### config.mk
export PLATFORM = sky130hd
export DESIGN_NAME = tlb_op_ctrl
export DESIGN_NICKNAME = d
export VERILOG_FILES = /design/src/rtl/tlb_op_ctrl.sv
export SDC_FILE = /design/constraint.sdc
export NUM_CORES = 1
export LEC_CHECK = 0
export BUFFER_PORTS_ARGS = -buffer_cell sky130_fd_sc_hd__clkbuf_2
export CAP_MARGIN = 20
export CORE_MARGIN = 2
export CORE_UTILIZATION = 32
export CTS_CLUSTER_DIAMETER = 200
export DETAILED_ROUTE_END_ITERATION = 10
export PLACE_DENSITY = 0.8
export SLEW_MARGIN = 15
export SYNTH_ARGS = -nofsm -noshare
export SYNTH_HDL_FRONTEND = slang
export SYNTH_SLANG_ARGS = --single-unit
### constraint.sdc
create_clock -name clk -period 1.9 [get_ports clk]
set_clock_uncertainty 0.2 [all_clocks]
set_input_delay 0.095 -clock clk [delete_from_list [all_inputs] [get_ports clk]]
set_output_delay 0.095 -clock clk [all_outputs]
set_load 0.02 [all_outputs]
### src/rtl/tlb_op_ctrl.sv
// Sequencer for TLBP/TLBR/TLBWI retiring in write-back: drives TLB search/read/write ports and CP0 commits.
// Define TLB_REFETCH_EN to add the post-op refetch request after TLBR/TLBWI.
module tlb_op_ctrl #(
    parameter  int TLBNUM = 16,
    localparam int IDX_W  = $clog2(TLBNUM)
) (
    input  logic             clk,
    input  logic             resetn,
    input  logic             flush,
    input  logic             req_valid,
    input  logic [1:0]       req_op,
    input  logic [31:0]      req_pc,
    output logic             req_ready,
    output logic             busy,
    input  logic [31:0]      cp0_entryhi,
    input  logic [31:0]      cp0_index,
    output logic [18:0]      s_vpn2,
    output logic [7:0]       s_asid,
    input  logic             s_found,
    input  logic [IDX_W-1:0] s_index,
    output logic [IDX_W-1:0] r_index,
    output logic             tlb_we,
    output logic [IDX_W-1:0] w_index,
    output logic             index_wen,
    output logic [31:0]      index_wdata,
    output logic             tlbr_wen,
    output logic             refetch_valid,
    output logic [31:0]      refetch_pc
);

    localparam logic [1:0] OP_NONE  = 2'b00;
    localparam logic [1:0] OP_TLBP  = 2'b01;
    localparam logic [1:0] OP_TLBR  = 2'b10;
    localparam logic [1:0] OP_TLBWI = 2'b11;

    typedef enum logic [2:0] {
        IDLE,
        ISSUE,
        CAPTURE,
        COMMIT,
        REFETCH
    } state_t;

    // Where TLBR (after COMMIT) and TLBWI (after ISSUE) go once their strobes are done.
`ifdef TLB_REFETCH_EN
    localparam state_t POST_OP = REFETCH;
`else
    localparam state_t POST_OP = IDLE;
`endif

    state_t           state_reg;
    logic [1:0]       op_reg;
    logic [18:0]      vpn2_reg;
    logic [7:0]       asid_reg;
    logic [IDX_W-1:0] idx_reg;
    logic             found_reg;
    logic [IDX_W-1:0] sidx_reg;
    logic [31:0]      pc_reg;

    always_ff @(posedge clk or negedge resetn) begin
        if (!resetn) begin
            state_reg <= IDLE;
            op_reg    <= OP_NONE;
            vpn2_reg  <= '0;
            asid_reg  <= '0;
            idx_reg   <= '0;
            found_reg <= 1'b0;
            sidx_reg  <= '0;
            pc_reg    <= '0;
        end else if (flush) begin
            // Aborts an op in flight and blocks acceptance while idle.
            state_reg <= IDLE;
        end else begin
            case (state_reg)
                IDLE: begin
                    if (req_valid && req_op != OP_NONE) begin
                        op_reg    <= req_op;
                        pc_reg    <= req_pc;
                        vpn2_reg  <= cp0_entryhi[31:13];
                        asid_reg  <= cp0_entryhi[7:0];
                        idx_reg   <= cp0_index[IDX_W-1:0];
                        state_reg <= ISSUE;
                    end
                end
                ISSUE: begin
                    found_reg <= s_found;
                    sidx_reg  <= s_index;
                    state_reg <= (op_reg == OP_TLBWI) ? POST_OP : CAPTURE;
                end
                CAPTURE: state_reg <= COMMIT;
                COMMIT:  state_reg <= (op_reg == OP_TLBR) ? POST_OP : IDLE;
                default: state_reg <= IDLE;
            endcase
        end
    end

    assign req_ready = (state_reg == IDLE);
    assign busy      = (state_reg != IDLE);
    assign s_vpn2    = vpn2_reg;
    assign s_asid    = asid_reg;
    assign r_index   = idx_reg;
    assign w_index   = idx_reg;

    assign tlb_we      = !flush && state_reg == ISSUE  && op_reg == OP_TLBWI;
    assign index_wen   = !flush && state_reg == COMMIT && op_reg == OP_TLBP;
    assign tlbr_wen    = !flush && state_reg == COMMIT && op_reg == OP_TLBR;
    assign index_wdata = (state_reg == COMMIT && op_reg == OP_TLBP)
                       ? {~found_reg, {(31-IDX_W){1'b0}}, sidx_reg} : '0;

    logic unused_bits;
`ifdef TLB_REFETCH_EN
    assign refetch_valid = !flush && state_reg == REFETCH;
    assign refetch_pc    = pc_reg + 32'd4;
    assign unused_bits   = ^{cp0_index[31:IDX_W], cp0_entryhi[12:8]};
`else
    assign refetch_valid = 1'b0;
    assign refetch_pc    = '0;
    assign unused_bits   = ^{cp0_index[31:IDX_W], cp0_entryhi[12:8], pc_reg};
`endif

endmodule
==> results of run 1 <==
logic make-up after synthesis:
kind of cell,Yosys count,share of synthesized area [%]
compound gates,3,0.836
flops,40,47.8
simple gates,15,5.20
mux,39,20.9
other cells,1,0.179
buf+inv,70,25.1
worst max path at each step:
stage / end / cells after the start
final: s_asid[0] / 4
after detailed placement: s_asid[0] / 4
after global placement: s_asid[5] / 4
after CTS: index_wdata[3] / 5
after floorplan: op_reg[0] / 4
after global routing: s_asid[0] / 4
worst reg2reg max path: stages, from the launching register on:
cell	delay, ns
dfrtp_1	0.38
or2_4	0.28
nor3_4	0.27
buf_12	0.20
mux2_2	0.36
power breakdown:
part,total (mW),switching (mW),internal [mW]
sequential,1.24,0.148,1.09
clock,0.681,0.291,0.390
combinational,1.07,0.618,0.450
area by class of cell:
| type | count | area [µm²] |
|---|---|---|
| Clock buffer | 6 | 72.6 |
| Clock inverter | 2 | 35.0 |
| Fill cell | 583 | 3420 |
| Inverter | 2 | 7.51 |
| Multi-Input combinational cell | 117 | 795 |
| Sequential cell | 40 | 1000 |
| Tap cell | 77 | 96.3 |
| Timing Repair Buffer | 134 | 918 |
cells in the mapped netlist:
cell | number | share of area [%]
conb_1 | 1 | 0.18
o21ai_0 | 1 | 0.24
clkbuf_1 | 1 | 0.18
dfrtp_1 | 40 | 48
nand2_1 | 1 | 0.18
nor4b_1 | 1 | 0.42
nor3b_1 | 1 | 0.36
inv_1 | 2 | 0.36
nor3b_2 | 1 | 0.60
mux2_2 | 38 | 20
nor2_1 | 3 | 0.54
nor3_4 | 1 | 0.78
and2_1 | 4 | 1.2
nand4b_1 | 1 | 0.42
or2_4 | 1 | 0.42
a211oi_1 | 1 | 0.36
buf_6 | 3 | 1.6
a21oi_1 | 1 | 0.24
buf_4 | 64 | 23
mux2i_1 | 1 | 0.48
and3_1 | 1 | 0.30
cells in the final DEF, fill, tap and decap left out, types with 2 or more instances in the layout:
cell | Yosys | layout
nor2_1 | 3 | 3
and2_1 | 4 | 4
dlygate4sd3_1 | 0 | 41
dfrtp_1 | 40 | 40
buf_12 | 0 | 2
mux2_2 | 38 | 38
clkbuf_8 | 0 | 5
nor3b_2 | 1 | 2
buf_4 | 64 | 5
inv_1 | 2 | 2
conb_1 | 1 | 60
clkbuf_2 | 0 | 85
stage by stage:
step | util (%) | power, mW
floorplan | - | 2.01
global placement | 37.7 | 2.22
detailed placement | 37.7 | 2.25
CTS | 45.9 | 3.02
global route | 46.1 | 3.18
finish | 46.1 | 2.99
layer usage:
| layer | vias to the layer above | GRT usage (%) |
|---|---|---|
| met1 | 695 | 14.5 |
| li1 | 694 | - |
| met4 | 0 | 3.61 |
| met5 | - | 0 |
| met2 | 94 | 22.6 |
| met3 | 4 | 4.96 |
repair_timing:
item | in CTS | in global routing
hold buffers | 41 | 0
endpoints found under the hold margin | 80 | 0
resized for setup | 0 | 3
endpoints found under the setup margin | 0 | 6
setup buffers | 0 | 1
==> metrics.txt, run 1 <==
# TYPE chip_impl_metric gauge
chip_impl_metric{name="drt_wl_total",unit="µm"} 4530
chip_impl_metric{name="grt_overflow_total",unit=""} 0
chip_impl_info{name="root_buffer",value="clkbuf_8"} 1
chip_impl_metric{name="synth_sequential_area_ratio",unit="%"} 47.8
chip_impl_metric{name="critPathBufInv",unit=""} 1
chip_impl_metric{name="worstPathArrival",unit="ns"} 1.77
chip_impl_metric{name="final_cell_count_no_fill",unit=""} 378
chip_impl_metric{name="r2r.worst_path.cells",unit=""} 4
chip_impl_metric{name="maximum_root_to_sink_buffer_count",unit=""} 2
chip_impl_metric{name="start_util",unit="%"} 33.0
chip_impl_info{name="worstReg2RegEnd",value="s_asid[0]"} 1
chip_impl_metric{name="finish.instance_area",unit="µm²"} 2930
chip_impl_metric{name="worst-endpoint-required",unit="ns"} 1.86
chip_impl_metric{name="largest_register_ffs",unit=""} 19
chip_impl_info{name="worst_path_class_setup",value="reg -> reg"} 1
chip_impl_info{name="start_kind",value="register"} 1
chip_impl_metric{name="max_slew_margin",unit="%"} 65.5
chip_impl_metric{name="routed_via_density",unit=""} 3.93
chip_impl_metric{name="netlist_area",unit="µm²"} 2090
chip_impl_metric{name="grt_pass1_vias",unit=""} 1473
chip_impl_metric{name="timing_worst_slew_pin_value",unit="ns"} 0.518
chip_impl_metric{name="die-width",unit="µm"} 84.9
chip_impl_info{name="hold_path.class",value="in -> async"} 1
chip_impl_metric{name="reg2reg_slack",unit="ns"} 0.09
chip_impl_metric{name="cts_inserted_buffers",unit=""} 5
chip_impl_metric{name="final_hold_viol_count",unit=""} 0
chip_impl_metric{name="iteration_0_drc_markers",unit=""} 53
chip_impl_metric{name="synthCells",unit=""} 168
chip_impl_metric{name="io_pins",unit=""} 212
chip_impl_metric{name="met2_wirelength",unit="µm"} 2340
chip_impl_metric{name="cts.clk_slew.worst_paths",unit="ns"} 0.08
chip_impl_info{name="cp-end-kind",value="register"} 1
chip_impl_metric{name="placement.setup.worst_slack",unit="ns"} 0.103
chip_impl_metric{name="route.vias.total",unit=""} 1487
chip_impl_metric{name="synth-seq-cells",unit=""} 40
chip_impl_metric{name="met3_length",unit="µm"} 440
chip_impl_metric{name="clock_insertion_delay_worst_skew",unit="ns"} 0.28
chip_impl_info{name="crit_family",value="simple AND/OR/NAND/NOR gates"} 1
chip_impl_metric{name="grt_antenna_before_repair",unit=""} 0
chip_impl_metric{name="half_perimeter_wire_length_of_the_detailed_placement_result",unit="µm"} 3050
chip_impl_info{name="tritoncts",value="done"} 1
chip_impl_metric{name="yosysWarnings",unit=""} 0
chip_impl_info{name="run_status",value="finished clean"} 1
chip_impl_metric{name="grt_max_degree",unit=""} 41
chip_impl_metric{name="gp_routability_congestion",unit=""} 0.696
chip_impl_info{name="dr.max_layer_used",value="met4"} 1
chip_impl_metric{name="post_route_cells_drive_above_1_share",unit="%"} 47.2
chip_impl_metric{name="drtAntennaViolNets",unit=""} 0
chip_impl_metric{name="portBuffers",unit=""} 86
chip_impl_metric{name="coreArea",unit="µm²"} 6350
chip_impl_metric{name="timing.final.ws_setup",unit="ns"} 0.0926
chip_impl_metric{name="placed_cells",unit=""} 328
chip_impl_metric{name="drt-wirelength-per-cell",unit="µm"} 12.0
chip_impl_metric{name="cts_num_sinks",unit=""} 40
chip_impl_metric{name="antenna_cells_inserted",unit=""} 0
chip_impl_metric{name="track_usage",unit="%"} 12.9
chip_impl_metric{name="synthToLayoutAreaGrowth",unit="%"} 39.7
chip_impl_metric{name="fin_crit",unit="ns"} 1.81
chip_impl_metric{name="grt_first_pass_wirelength",unit="µm"} 7180
chip_impl_metric{name="total_nets_final",unit=""} 407
chip_impl_metric{name="post-route-drc-count",unit=""} 0
chip_impl_metric{name="timing.max_cap.violations",unit=""} 0
chip_impl_metric{name="tns",unit="ns"} 0
chip_impl_metric{name="h-tree-depth",unit=""} 2
chip_impl_info{name="rr_startpoint",value="state_reg[0]"} 1
chip_impl_info{name="worstSetupStartpoint",value="state_reg[0]"} 1
chip_impl_metric{name="tcrit_tclk_final",unit="%"} 95.1
chip_impl_metric{name="die-area",unit="µm²"} 7210
chip_impl_metric{name="finalSetupViolCount",unit=""} 0
chip_impl_info{name="grt_setup_unrepaired",value="no"} 1
chip_impl_metric{name="rows",unit=""} 29
chip_impl_metric{name="die_h",unit="µm"} 84.9
chip_impl_metric{name="slew_violations",unit=""} 0
chip_impl_info{name="slowest_stage",value="dfrtp_1"} 1
chip_impl_metric{name="synthDistinctLibCells",unit=""} 21
chip_impl_metric{name="lkg_pwr",unit="nW"} 1.50
chip_impl_metric{name="critical_path_peak_fanout",unit=""} 18
chip_impl_metric{name="number_of_search_and_repair_iterations_in_the_first_detailed_routing_pass",unit=""} 4
chip_impl_metric{name="powerDensity",unit="nW/µm²"} 1020
chip_impl_metric{name="hold-worst-slack",unit="ns"} 0.216
chip_impl_metric{name="peakVddDrop",unit="mV"} 0.544
chip_impl_metric{name="postSynthAreaPerCell",unit="µm²"} 12.5
chip_impl_metric{name="placement.cell_area",unit="µm²"} 2390
chip_impl_metric{name="fmax",unit="MHz"} 553
chip_impl_metric{name="critical-path-max-stage-delay",unit="ns"} 0.38
chip_impl_metric{name="wl_met1",unit="µm"} 1720
chip_impl_info{name="crit_path_cell_trace",value="or2_4 -> nor3_4 -> buf_12 -> mux2_2"} 1
Power figures use the tool's default switching activity.
==> run 2, diff against run 1 <==
--- a/config.mk
+++ b/config.mk
@@ -11,6 +11,7 @@
 export CORE_UTILIZATION = 32
 export CTS_CLUSTER_DIAMETER = 200
 export DETAILED_ROUTE_END_ITERATION = 10
+export MAX_ROUTING_LAYER = met4
 export PLACE_DENSITY = 0.8
 export SLEW_MARGIN = 15
 export SYNTH_ARGS = -nofsm -noshare
==> run 2 against run 1 <==
Effect of this change:
- fmax barely moved
- flip-flop and latch count did not move
- routed wire length is 0.18% higher
- setup slack improved by 0.00061 ns
- sequential share of layout area stayed put
==> metrics.txt, run 2 (synthesis gave the netlist of run 1 again) <==
# TYPE chip_impl_metric gauge
chip_impl_metric{name="h-tree-depth",unit=""} 2
chip_impl_metric{name="rows",unit=""} 29
chip_impl_metric{name="cts_inserted_buffers",unit=""} 5
chip_impl_metric{name="timing.final.ws_setup",unit="ns"} 0.0932
chip_impl_info{name="cp-end-kind",value="register"} 1
chip_impl_metric{name="synthToLayoutAreaGrowth",unit="%"} 39.7
chip_impl_metric{name="lkg_pwr",unit="nW"} 1.50
chip_impl_metric{name="die-width",unit="µm"} 84.9
chip_impl_metric{name="placed_cells",unit=""} 328
chip_impl_info{name="run_status",value="finished clean"} 1
chip_impl_metric{name="drtAntennaViolNets",unit=""} 0
chip_impl_metric{name="route.vias.total",unit=""} 1487
chip_impl_info{name="hold_path.class",value="in -> async"} 1
chip_impl_metric{name="critical_path_peak_fanout",unit=""} 18
chip_impl_info{name="layout.cells.most_common",value="clkbuf_2"} 1
chip_impl_metric{name="track_usage",unit="%"} 13.2
chip_impl_metric{name="peakVddDrop",unit="mV"} 0.544
chip_impl_metric{name="grt_overflow_total",unit=""} 0
chip_impl_metric{name="grt_antenna_before_repair",unit=""} 0
chip_impl_metric{name="grt_max_degree",unit=""} 41
chip_impl_info{name="root_buffer",value="clkbuf_8"} 1
chip_impl_metric{name="clock_insertion_delay_worst_skew",unit="ns"} 0.28
chip_impl_metric{name="worstPathArrival",unit="ns"} 1.77
chip_impl_metric{name="tcrit_tclk_final",unit="%"} 95.1
chip_impl_metric{name="cts.clk_slew.worst_paths",unit="ns"} 0.08
chip_impl_metric{name="final_hold_viol_count",unit=""} 0
chip_impl_metric{name="powerDensity",unit="nW/µm²"} 1020
chip_impl_metric{name="gp_routability_congestion",unit=""} 0.704
chip_impl_metric{name="fmax",unit="MHz"} 553
chip_impl_metric{name="finalSetupViolCount",unit=""} 0
chip_impl_metric{name="post_layout_total_power",unit="mW"} 2.99
chip_impl_metric{name="worst-endpoint-required",unit="ns"} 1.86
chip_impl_info{name="tritoncts",value="done"} 1
chip_impl_metric{name="coreArea",unit="µm²"} 6350
chip_impl_metric{name="iteration_0_drc_markers",unit=""} 60
chip_impl_metric{name="drt-wirelength-per-cell",unit="µm"} 12.0
chip_impl_metric{name="half_perimeter_wire_length_of_the_detailed_placement_result",unit="µm"} 3050
chip_impl_metric{name="timing_worst_slew_pin_value",unit="ns"} 0.514
chip_impl_metric{name="total_nets_final",unit=""} 407
chip_impl_metric{name="start_util",unit="%"} 33.0
chip_impl_metric{name="post-route-util",unit="%"} 46.1
chip_impl_info{name="mostFrequentLayoutCells",value="85 x clkbuf_2, 60 x conb_1, 41 x dlygate4sd3_1"} 1
chip_impl_metric{name="antenna_cells_inserted",unit=""} 0
chip_impl_metric{name="placement.setup.worst_slack",unit="ns"} 0.103
chip_impl_metric{name="die-area",unit="µm²"} 7210
chip_impl_metric{name="maximum_root_to_sink_buffer_count",unit=""} 2
chip_impl_metric{name="post_route_cells_drive_above_1_share",unit="%"} 47.2
chip_impl_info{name="start_kind",value="register"} 1
chip_impl_metric{name="grt_first_pass_wirelength",unit="µm"} 7160
chip_impl_metric{name="portBuffers",unit=""} 86
chip_impl_metric{name="routed_via_density",unit=""} 3.93
chip_impl_metric{name="fin_crit",unit="ns"} 1.81
chip_impl_metric{name="slew_violations",unit=""} 0
chip_impl_metric{name="timing.max_cap.violations",unit=""} 0
chip_impl_metric{name="tns",unit="ns"} 0
chip_impl_metric{name="post-route-drc-count",unit=""} 0
chip_impl_metric{name="io_pins",unit=""} 212
chip_impl_info{name="worst_path_class_setup",value="reg -> reg"} 1
chip_impl_metric{name="largest_register_ffs",unit=""} 19
chip_impl_metric{name="drt_wl_total",unit="µm"} 4540
chip_impl_metric{name="cts_num_sinks",unit=""} 40
chip_impl_metric{name="grt_pass1_vias",unit=""} 1470
chip_impl_metric{name="max_slew_margin",unit="%"} 65.8
chip_impl_info{name="grt_setup_unrepaired",value="no"} 1
chip_impl_metric{name="final_cell_count_no_fill",unit=""} 378
chip_impl_metric{name="die_h",unit="µm"} 84.9
chip_impl_metric{name="number_of_search_and_repair_iterations_in_the_first_detailed_routing_pass",unit=""} 4
-- run 2: cell counts in the layout (fill, tap and decap cells not counted) --
Identical to the previous run, type by type.
-- run 2: layout make-up --
class | count | area [µm²]
Fill cell | 583 | 3420
Sequential cell | 40 | 1000
Timing Repair Buffer | 134 | 918
Multi-Input combinational cell | 117 | 795
Tap cell | 77 | 96.3
Clock buffer | 6 | 72.6
Clock inverter | 2 | 35.0
Inverter | 2 | 7.51
-- run 2: worst paths after layout --
check / start / endpoint / slack, ns / depth (start not counted)
worst max-delay path: state_reg[0] / s_asid[0] / 0.09 / 4
worst min-delay path: resetn / s_vpn2[5] / 0.22 / 3
worst max register to register: state_reg[0] / s_asid[0] / 0.09 / 4
worst min register to register: sidx_reg[2] / sidx_reg[2] / 0.31 / 1
max in group asynchronous: resetn / s_asid[0] / 0.92 / 3
min in group clk: sidx_reg[2] / sidx_reg[2] / 0.31 / 1
-- run 2: metrics by stage --
stage	hold slack, ns	area, µm²
floorplan	-0.401	2320
global placement	-0.0152	2390
detailed placement	-0.00360	2390
CTS	0.212	2910
global route	0.269	2930
finish	0.218	2930
-- run 2: what timing repair did --
action | in CTS | in global routing
endpoints found under the hold margin | 80 | 0
setup buffers | 0 | 1
hold buffers | 41 | 0
setup endpoints to repair | 0 | 6
resized for setup | 0 | 3
-- run 2: report_power, final --
part	internal (mW)	leakage, nW	switching (mW)
clock network	0.390	0.0552	0.290
registers	1.09	0.475	0.148
logic	0.450	0.965	0.619
-- run 2: layer usage --
metal	wire length, µm	GRT usage [%]
met1	1780	15.0
met2	2350	22.6
met3	375	4.18
met5	0	-
met4	30	3.61
-- run 2: worst max-delay path: stages (launching register included) --
cell     delay [ns]
dfrtp_1        0.38
or2_4          0.28
nor3_4         0.27
buf_12         0.20
mux2_2         0.36
